==> src/rtl/csr_unit_if.sv <==
// csr_unit_if: CSR access bus between the execute stage and csr_unit.
interface csr_unit_if #(
    parameter int NUM_CUSTOM = 4
);
    logic [2:0]                 f3;
    logic [31:0]                write_data;
    logic                       write_enable;
    logic                       src_is_zero;
    logic [11:0]                address;
    logic                       instr_retired;
    logic                       flush_done;
    logic [31:0]                read_data;
    logic                       illegal;
    logic                       flush_cache_flag;
    logic [32*NUM_CUSTOM-1:0]   custom_csrs;

    modport master (
        output f3, write_data, write_enable, src_is_zero, address, instr_retired, flush_done,
        input  read_data, illegal, flush_cache_flag, custom_csrs
    );

    modport slave (
        input  f3, write_data, write_enable, src_is_zero, address, instr_retired, flush_done,
        output read_data, illegal, flush_cache_flag, custom_csrs
    );
endinterface

==> src/rtl/csr_unit.sv <==
// csr_unit: Zicsr/Zicntr CSR bank with custom CSRs, cycle/instret counters and cache-flush request.
module csr_unit #(
    parameter int NUM_CUSTOM    = 4,
    parameter int COUNTER_WIDTH = 64
) (
    input logic       clk,
    input logic       rst,
    csr_unit_if.slave bus
);
    localparam int HW = COUNTER_WIDTH - 32;
    localparam logic [COUNTER_WIDTH-1:0] ONE = COUNTER_WIDTH'(1);

    typedef enum logic {IDLE = 1'b0, FLUSHING = 1'b1} flush_state_e;

    logic [NUM_CUSTOM-1:0][31:0] custom_q, custom_d;
    logic [COUNTER_WIDTH-1:0]    mcycle_q, mcycle_d, minstret_q, minstret_d;
    flush_state_e                flush_state;
    logic [31:0]                 old_val, new_val, cyc_hi, ret_hi;
    logic                        is_custom, is_counter, is_ro, mapped, would_write, eff_write;
    logic                        wr_cyc_lo, wr_cyc_hi, wr_ret_lo, wr_ret_hi;

    assign cyc_hi    = 32'(mcycle_q >> 32);
    assign ret_hi    = 32'(minstret_q >> 32);
    assign is_custom = bus.address[11:4] == 8'h7C && {1'b0, bus.address[3:0]} < 5'(NUM_CUSTOM);

    // Address decode and combinational read of the pre-edge CSR value
    always_comb begin
        old_val    = '0;
        is_counter = 1'b1;
        is_ro      = 1'b0;
        case (bus.address)
            12'hB00: old_val = mcycle_q[31:0];
            12'hB80: old_val = cyc_hi;
            12'hB02: old_val = minstret_q[31:0];
            12'hB82: old_val = ret_hi;
            12'hC00: begin old_val = mcycle_q[31:0];   is_ro = 1'b1; end
            12'hC80: begin old_val = cyc_hi;           is_ro = 1'b1; end
            12'hC02: begin old_val = minstret_q[31:0]; is_ro = 1'b1; end
            12'hC82: begin old_val = ret_hi;           is_ro = 1'b1; end
            default: is_counter = 1'b0;
        endcase
        for (int i = 0; i < NUM_CUSTOM; i++)
            if (is_custom && bus.address[3:0] == 4'(i)) old_val = custom_q[i];
    end

    // Set/clear with a zero source is a pure read, so it never counts as a write
    assign mapped      = is_custom | is_counter;
    assign would_write = bus.write_enable && bus.f3[1:0] != 2'b00 && !(bus.f3[1] && bus.src_is_zero);
    assign eff_write   = would_write && mapped && !is_ro;
    assign new_val     = bus.f3[1:0] == 2'b01 ? bus.write_data :
                         bus.f3[1:0] == 2'b10 ? old_val | bus.write_data :
                                                old_val & ~bus.write_data;

    assign wr_cyc_lo = eff_write && bus.address == 12'hB00;
    assign wr_cyc_hi = eff_write && bus.address == 12'hB80;
    assign wr_ret_lo = eff_write && bus.address == 12'hB02;
    assign wr_ret_hi = eff_write && bus.address == 12'hB82;

    // Counter next state: a software write to a half replaces the increment and freezes the other half
    always_comb begin
        mcycle_d   = wr_cyc_lo ? {mcycle_q[COUNTER_WIDTH-1:32], new_val} :
                     wr_cyc_hi ? {new_val[HW-1:0], mcycle_q[31:0]} :
                                 mcycle_q + ONE;
        minstret_d = wr_ret_lo ? {minstret_q[COUNTER_WIDTH-1:32], new_val} :
                     wr_ret_hi ? {new_val[HW-1:0], minstret_q[31:0]} :
                     bus.instr_retired ? minstret_q + ONE : minstret_q;
    end

    // The flush FSM state lives in custom CSR 0 bit 0
    assign flush_state = flush_state_e'(custom_q[0][0]);

    // Custom CSR next state: hardware clears the flush bit on done, software writes take priority
    always_comb begin
        custom_d = custom_q;
        if (flush_state == FLUSHING && bus.flush_done) custom_d[0][0] = 1'b0;
        for (int i = 0; i < NUM_CUSTOM; i++)
            if (eff_write && is_custom && bus.address[3:0] == 4'(i)) custom_d[i] = new_val;
    end

    // State registers
    always_ff @(posedge clk or posedge rst) begin
        if (rst) begin
            custom_q   <= '0;
            mcycle_q   <= '0;
            minstret_q <= '0;
        end else begin
            custom_q   <= custom_d;
            mcycle_q   <= mcycle_d;
            minstret_q <= minstret_d;
        end
    end

    assign bus.read_data        = old_val;
    assign bus.illegal          = bus.write_enable && (!mapped || (is_ro && would_write));
    assign bus.flush_cache_flag = flush_state == FLUSHING;
    assign bus.custom_csrs      = custom_q;
endmodule

==> src/flat_wrapper.sv <==
// flat-port wrapper written by rule: the top's interface ports become plain ports
module csr_unit_flat 
#(
    parameter int NUM_CUSTOM    = 4,
    parameter int COUNTER_WIDTH = 64
)
  (clk, rst, bus_f3, bus_write_data, bus_write_enable, bus_src_is_zero, bus_address, bus_instr_retired, bus_flush_done, bus_read_data, bus_illegal, bus_flush_cache_flag, bus_custom_csrs);
  csr_unit_if #(.NUM_CUSTOM(NUM_CUSTOM)) bus_i ();
  input logic clk;
  input logic rst;
  input wire logic [$bits(bus_i.f3)-1:0] bus_f3;
  input wire logic [$bits(bus_i.write_data)-1:0] bus_write_data;
  input wire logic [$bits(bus_i.write_enable)-1:0] bus_write_enable;
  input wire logic [$bits(bus_i.src_is_zero)-1:0] bus_src_is_zero;
  input wire logic [$bits(bus_i.address)-1:0] bus_address;
  input wire logic [$bits(bus_i.instr_retired)-1:0] bus_instr_retired;
  input wire logic [$bits(bus_i.flush_done)-1:0] bus_flush_done;
  output wire logic [$bits(bus_i.read_data)-1:0] bus_read_data;
  output wire logic [$bits(bus_i.illegal)-1:0] bus_illegal;
  output wire logic [$bits(bus_i.flush_cache_flag)-1:0] bus_flush_cache_flag;
  output wire logic [$bits(bus_i.custom_csrs)-1:0] bus_custom_csrs;
  assign bus_i.f3 = bus_f3;
  assign bus_i.write_data = bus_write_data;
  assign bus_i.write_enable = bus_write_enable;
  assign bus_i.src_is_zero = bus_src_is_zero;
  assign bus_i.address = bus_address;
  assign bus_i.instr_retired = bus_instr_retired;
  assign bus_i.flush_done = bus_flush_done;
  assign bus_read_data = bus_i.read_data;
  assign bus_illegal = bus_i.illegal;
  assign bus_flush_cache_flag = bus_i.flush_cache_flag;
  assign bus_custom_csrs = bus_i.custom_csrs;
  csr_unit #(.NUM_CUSTOM(NUM_CUSTOM), .COUNTER_WIDTH(COUNTER_WIDTH)) u_core (.clk(clk), .rst(rst), .bus(bus_i));
endmodule
==> config.mk <==
export PLATFORM = sky130hd
export DESIGN_NAME = csr_unit_flat
export DESIGN_NICKNAME = d
export VERILOG_FILES = /design/src/rtl/csr_unit_if.sv /design/src/rtl/csr_unit.sv /design/src/flat_wrapper.sv
export SDC_FILE = /design/constraint.sdc
export NUM_CORES = 1
export LEC_CHECK = 0
export BUFFER_PORTS_ARGS = -buffer_cell sky130_fd_sc_hd__clkbuf_2
export CAP_MARGIN = 20
export CELL_PAD_IN_SITES_DETAIL_PLACEMENT = 1
export CELL_PAD_IN_SITES_GLOBAL_PLACEMENT = 1
export CORE_UTILIZATION = 44
export DETAILED_ROUTE_END_ITERATION = 12
export HOLD_SLACK_MARGIN = 0.12
export PLACE_DENSITY_LB_ADDON = 0.15
export SLEW_MARGIN = 20
export SYNTH_ARGS = -nofsm -noshare
export SYNTH_HDL_FRONTEND = slang
export SYNTH_SLANG_ARGS = --single-unit
==> constraint.sdc <==
create_clock -name clk -period 9.2 [get_ports clk]
set_input_delay 0.46 -clock clk [delete_from_list [all_inputs] [get_ports clk]]
set_output_delay 0.46 -clock clk [all_outputs]
set_load 0.02 [all_outputs]
==> summary.md <==
| Metric | Value |
|---|---|
| Cell taking the most area after synthesis | `dfrtp_1` |
| Ys flop type | `dfrtp_1` |
| Post-CTS sizing | `0` |
| Net count, final | `2080` |
| DRT antenna net count | `0` |
| Crit end category | `output pin` |
| CP max FO | `26` |
| Die width | `192 um` |
| Max clock buf depth | `3` |
| RR Endpoint | `u_core.minstret_q[62]$_DFFE_PP0P_` |
| I/O Buffers | `213` |
| Max_slew headroom | `20.9%` |
| Area of the mapped netlist | `0.0159 mm^2` |
| Die Area | `0.0368 mm^2` |
| Clk_skew | `roughly 0.017 ns` |
| Status | `completed` |
| Slowest CP cell | `or4_1` |
| Post-DP HPWL | `53200 um` |
| Cts hold-fix bufs | `0` |
| Clk Latency, worst-skew pair | `0.59 ns` |
| Fin crit share | `between 50% and 60%` |
| Synthesized net count | `1918` |
| Largest stage delay, worst path | `between 1 and 1.5 ns` |
| GR Overflow Total | `0` |
| Reg-to-Reg Start | `u_core.minstret_q[32]$_DFFE_PP0P_` |
| CP startpoint | `bus_address[7]` |
| Syn_area_per_cell | `8.51 um^2` |
| FILL cells | `4273` |
| Worst-margin pin slew | `1.18 ns` |
| Type of origin of the critical path | `input pin` |
| Share of post-route cells with drive strength above 1 | `approximately 20%` |
| Cells along the critical path | `clkbuf_2, or4_1, a2111oi_4, buf_4, a222oi_1, a2111oi_0, or2_2, clkbuf_2` |
| CTS tree | `done` |
| Die Ht | `roughly 190 um` |
| Top Ports | `215` |
| YS warnings | `0` |
| Reg clk slew, reported paths | `approximately 0.060 ns` |
| Cells after Synth | `1863` |
| Postcts setup bufs | `0` |
| Worst Setup EP | `bus_read_data[10]` |
| Max-cap violations | `0` |
| Htree depth | `1` |
| Number of distinct library cells after synthesis | `77` |
| Routed wire length | `74400 um` |
| RSZ-0062 raised after global routing | `false` |
| Most used cell, CP | `clkbuf_2` |
| Via Count | `17200` |
| Pin count of the biggest net entering global routing | `131` |
| Gr usage total | `40.4%` |
| DRT iter0 DRCs | `1880` |
| First-pass GRT wire length | `110000 um` |
| Core outline area | `0.0355 mm^2` |
| Flop2flop setup slack | `5.86 ns` |
| CTS Sinks | `256` |
| Initial Util | `44.7%` |
| Setup Total Neg Slack | `0 ns` |
| Final GP Congestion | `a little under 1` |
| Top cell type's share of synthesized area | `40.4%` |
| Cell Pwr Density | `145 mW/mm^2` |
| Seq/Total Area, Yosys | `roughly 40%` |
| Top-count cell post-synth | `nand2_1` |
| Critical path arrival | `4.55 ns` |
| Critical path class | `input pin to output pin` |
| Hold WC Path Type | `input pin to asynchronous set/reset pin` |
| Initial antenna violation count | `10` |
| Fin crit period | `5.01 ns` |
| R2r worst-path depth | `7` |
| Wire length per cell | `between 20 and 30 um` |
| Leak Pwr | `7.89 nW` |
| Number of global-route vias before repair | `16700` |
| Final Max Slew Viols | `0` |
| Post-DR vias/cell | `between 6 and 7` |
| Cts bufs inserted | `31` |
| VDD IR max | `0.148 mV` |
| Number of iterations in the first detailed-routing pass | `6` |
| Utilization after layout | `52.0%` |
| Syn-to-layout area delta | `16.3%` |
| Max Freq | `about 200 MHz` |
| Post-synthesis async set-or-reset flop share | `100%` |
| Final-report hold violation count | `0` |
| Rows | `69` |
| Required @ worst endpoint | `8.74 ns` |
| Largest cells by area after synthesis | `dfrtp_1, o21ai_0, nand2_1` |
| #FFs+latches synth | `approximately 260` |
| Commonest cells post-synth | `nand2_1, dfrtp_1, o21ai_0, clkbuf_1, nor2_1` |
| Clock root buffer | `clkbuf_16` |
| Number of flops mapped to enable cells by yosys | `0` |
| Final setup fails | `0` |
| Drt drc | `0` |
## where the power goes
group	internal, mW	leakage [nW]	switching, mW
sequential	1.15	3.35	0.0304
clock	0.711	0.503	0.523
combinational	0.0745	4.04	0.182
total	1.93	7.89	0.736
## area by class of cell
cell class,instances,area [um^2],share of cell area (%)
timing repair buffer,262,1430,7.78
antenna,4,10.0,0.0543
sequential,256,6410,34.7
clock buffer,40,860,4.66
inverter,21,86.3,0.468
clock inverter,16,140,0.760
tap,461,577,3.13
multi-input combinational,1453,8930,48.4
## registers in the layout, indices dropped and copies added (netlist names)
| name | count |
|---|---|
| u_core.minstret_q | 64 |
| u_core.mcycle_q | 64 |
| u_core.bus.custom_csrs | 128 |
## per-layer routing
metal | global-route usage (%) | wire, um
met3 | 10.6 | 7530
met5 | 0 | 47
met2 | 63.7 | 34000
met4 | 14.4 | 2760
met1 | 53.3 | 30000
## per-stage QoR
step / cell area, um^2 / std cells / setup WS (ns) / hold slack, ns / power, mW
6_report: 18400 / 2513 / 4.19 / 0.0410 / 2.67
5_1_grt: 18400 / 2511 / 4.14 / 0.150 / 2.73
4_1_cts: 18400 / 2509 / 4.31 / 0.120 / 2.67
3_5_place_dp: 17400 / 2453 / 4.32 / 0.491 / 1.44
3_3_place_gp: 17400 / 2453 / 4.27 / 0.481 / 1.44
2_1_floorplan: 15900 / 1863 / 1.70 / 0.471 / 1.33
## worst max-delay path: cells and delay by family
| family | cells | cell delay [ns] |
|---|---|---|
| buf+inv | 3 | 1.06 |
| simple gates | 2 | 1.29 |
| compound gates | 3 | 1.69 |
## logic make-up (layout without fill, tap and decap cells)
group | Yosys count | count (layout) | share of synthesized area (%)
buf+inv | 154 | 339 | 3.82
flops | 256 | 256 | 40.4
compound gates | 607 | 607 | 25.7
other cells | 0 | 4 | 0
simple gates | 705 | 705 | 21.6
xor+xnor | 81 | 81 | 4.47
mux | 58 | 58 | 3.83
fa+ha+maj | 2 | 2 | 0.158
## worst min path at each step
stage,from,end,slack [ns],depth (start not counted)
after floorplan,u_core.minstret_q[52]$_DFFE_PP0P_,u_core.minstret_q[52]$_DFFE_PP0P_,0.47,1
after global placement,u_core.bus.custom_csrs[103]$_DFFE_PP0P_,u_core.bus.custom_csrs[103]$_DFFE_PP0P_,0.48,2
after detailed placement,u_core.bus.custom_csrs[103]$_DFFE_PP0P_,u_core.bus.custom_csrs[103]$_DFFE_PP0P_,0.49,2
after CTS,bus_flush_done,u_core.bus.custom_csrs[0]$_DFFE_PP0P_,0.12,3
after global routing,bus_flush_done,u_core.bus.custom_csrs[0]$_DFFE_PP0P_,0.15,3
final,rst,u_core.bus.custom_csrs[40]$_DFFE_PP0P_,0.04,2
## placed cells by master, fill, tap and decap left out, types with 20 or more instances in the layout
| cell | Yosys | layout |
|---|---|---|
| buf_4 | 4 | 49 |
| and3_1 | 25 | 25 |
| nor2_1 | 99 | 97 |
| a31oi_1 | 23 | 23 |
| o21ai_0 | 244 | 243 |
| a21oi_1 | 72 | 72 |
| dfrtp_1 | 256 | 256 |
| nor3_1 | 50 | 48 |
| a22oi_1 | 32 | 32 |
| mux2i_1 | 36 | 36 |
| nand2_1 | 274 | 273 |
| nand4_1 | 48 | 48 |
| or2_2 | 21 | 21 |
| clkbuf_2 | 0 | 213 |
| xnor2_1 | 68 | 68 |
| nand3_1 | 76 | 73 |
| and2_1 | 21 | 21 |
| nor4_1 | 27 | 25 |
| clkbuf_16 | 0 | 31 |
| inv_1 | 21 | 20 |
| a211oi_1 | 20 | 20 |
| mux2_2 | 22 | 22 |
(Power assumes the default switching activity.)
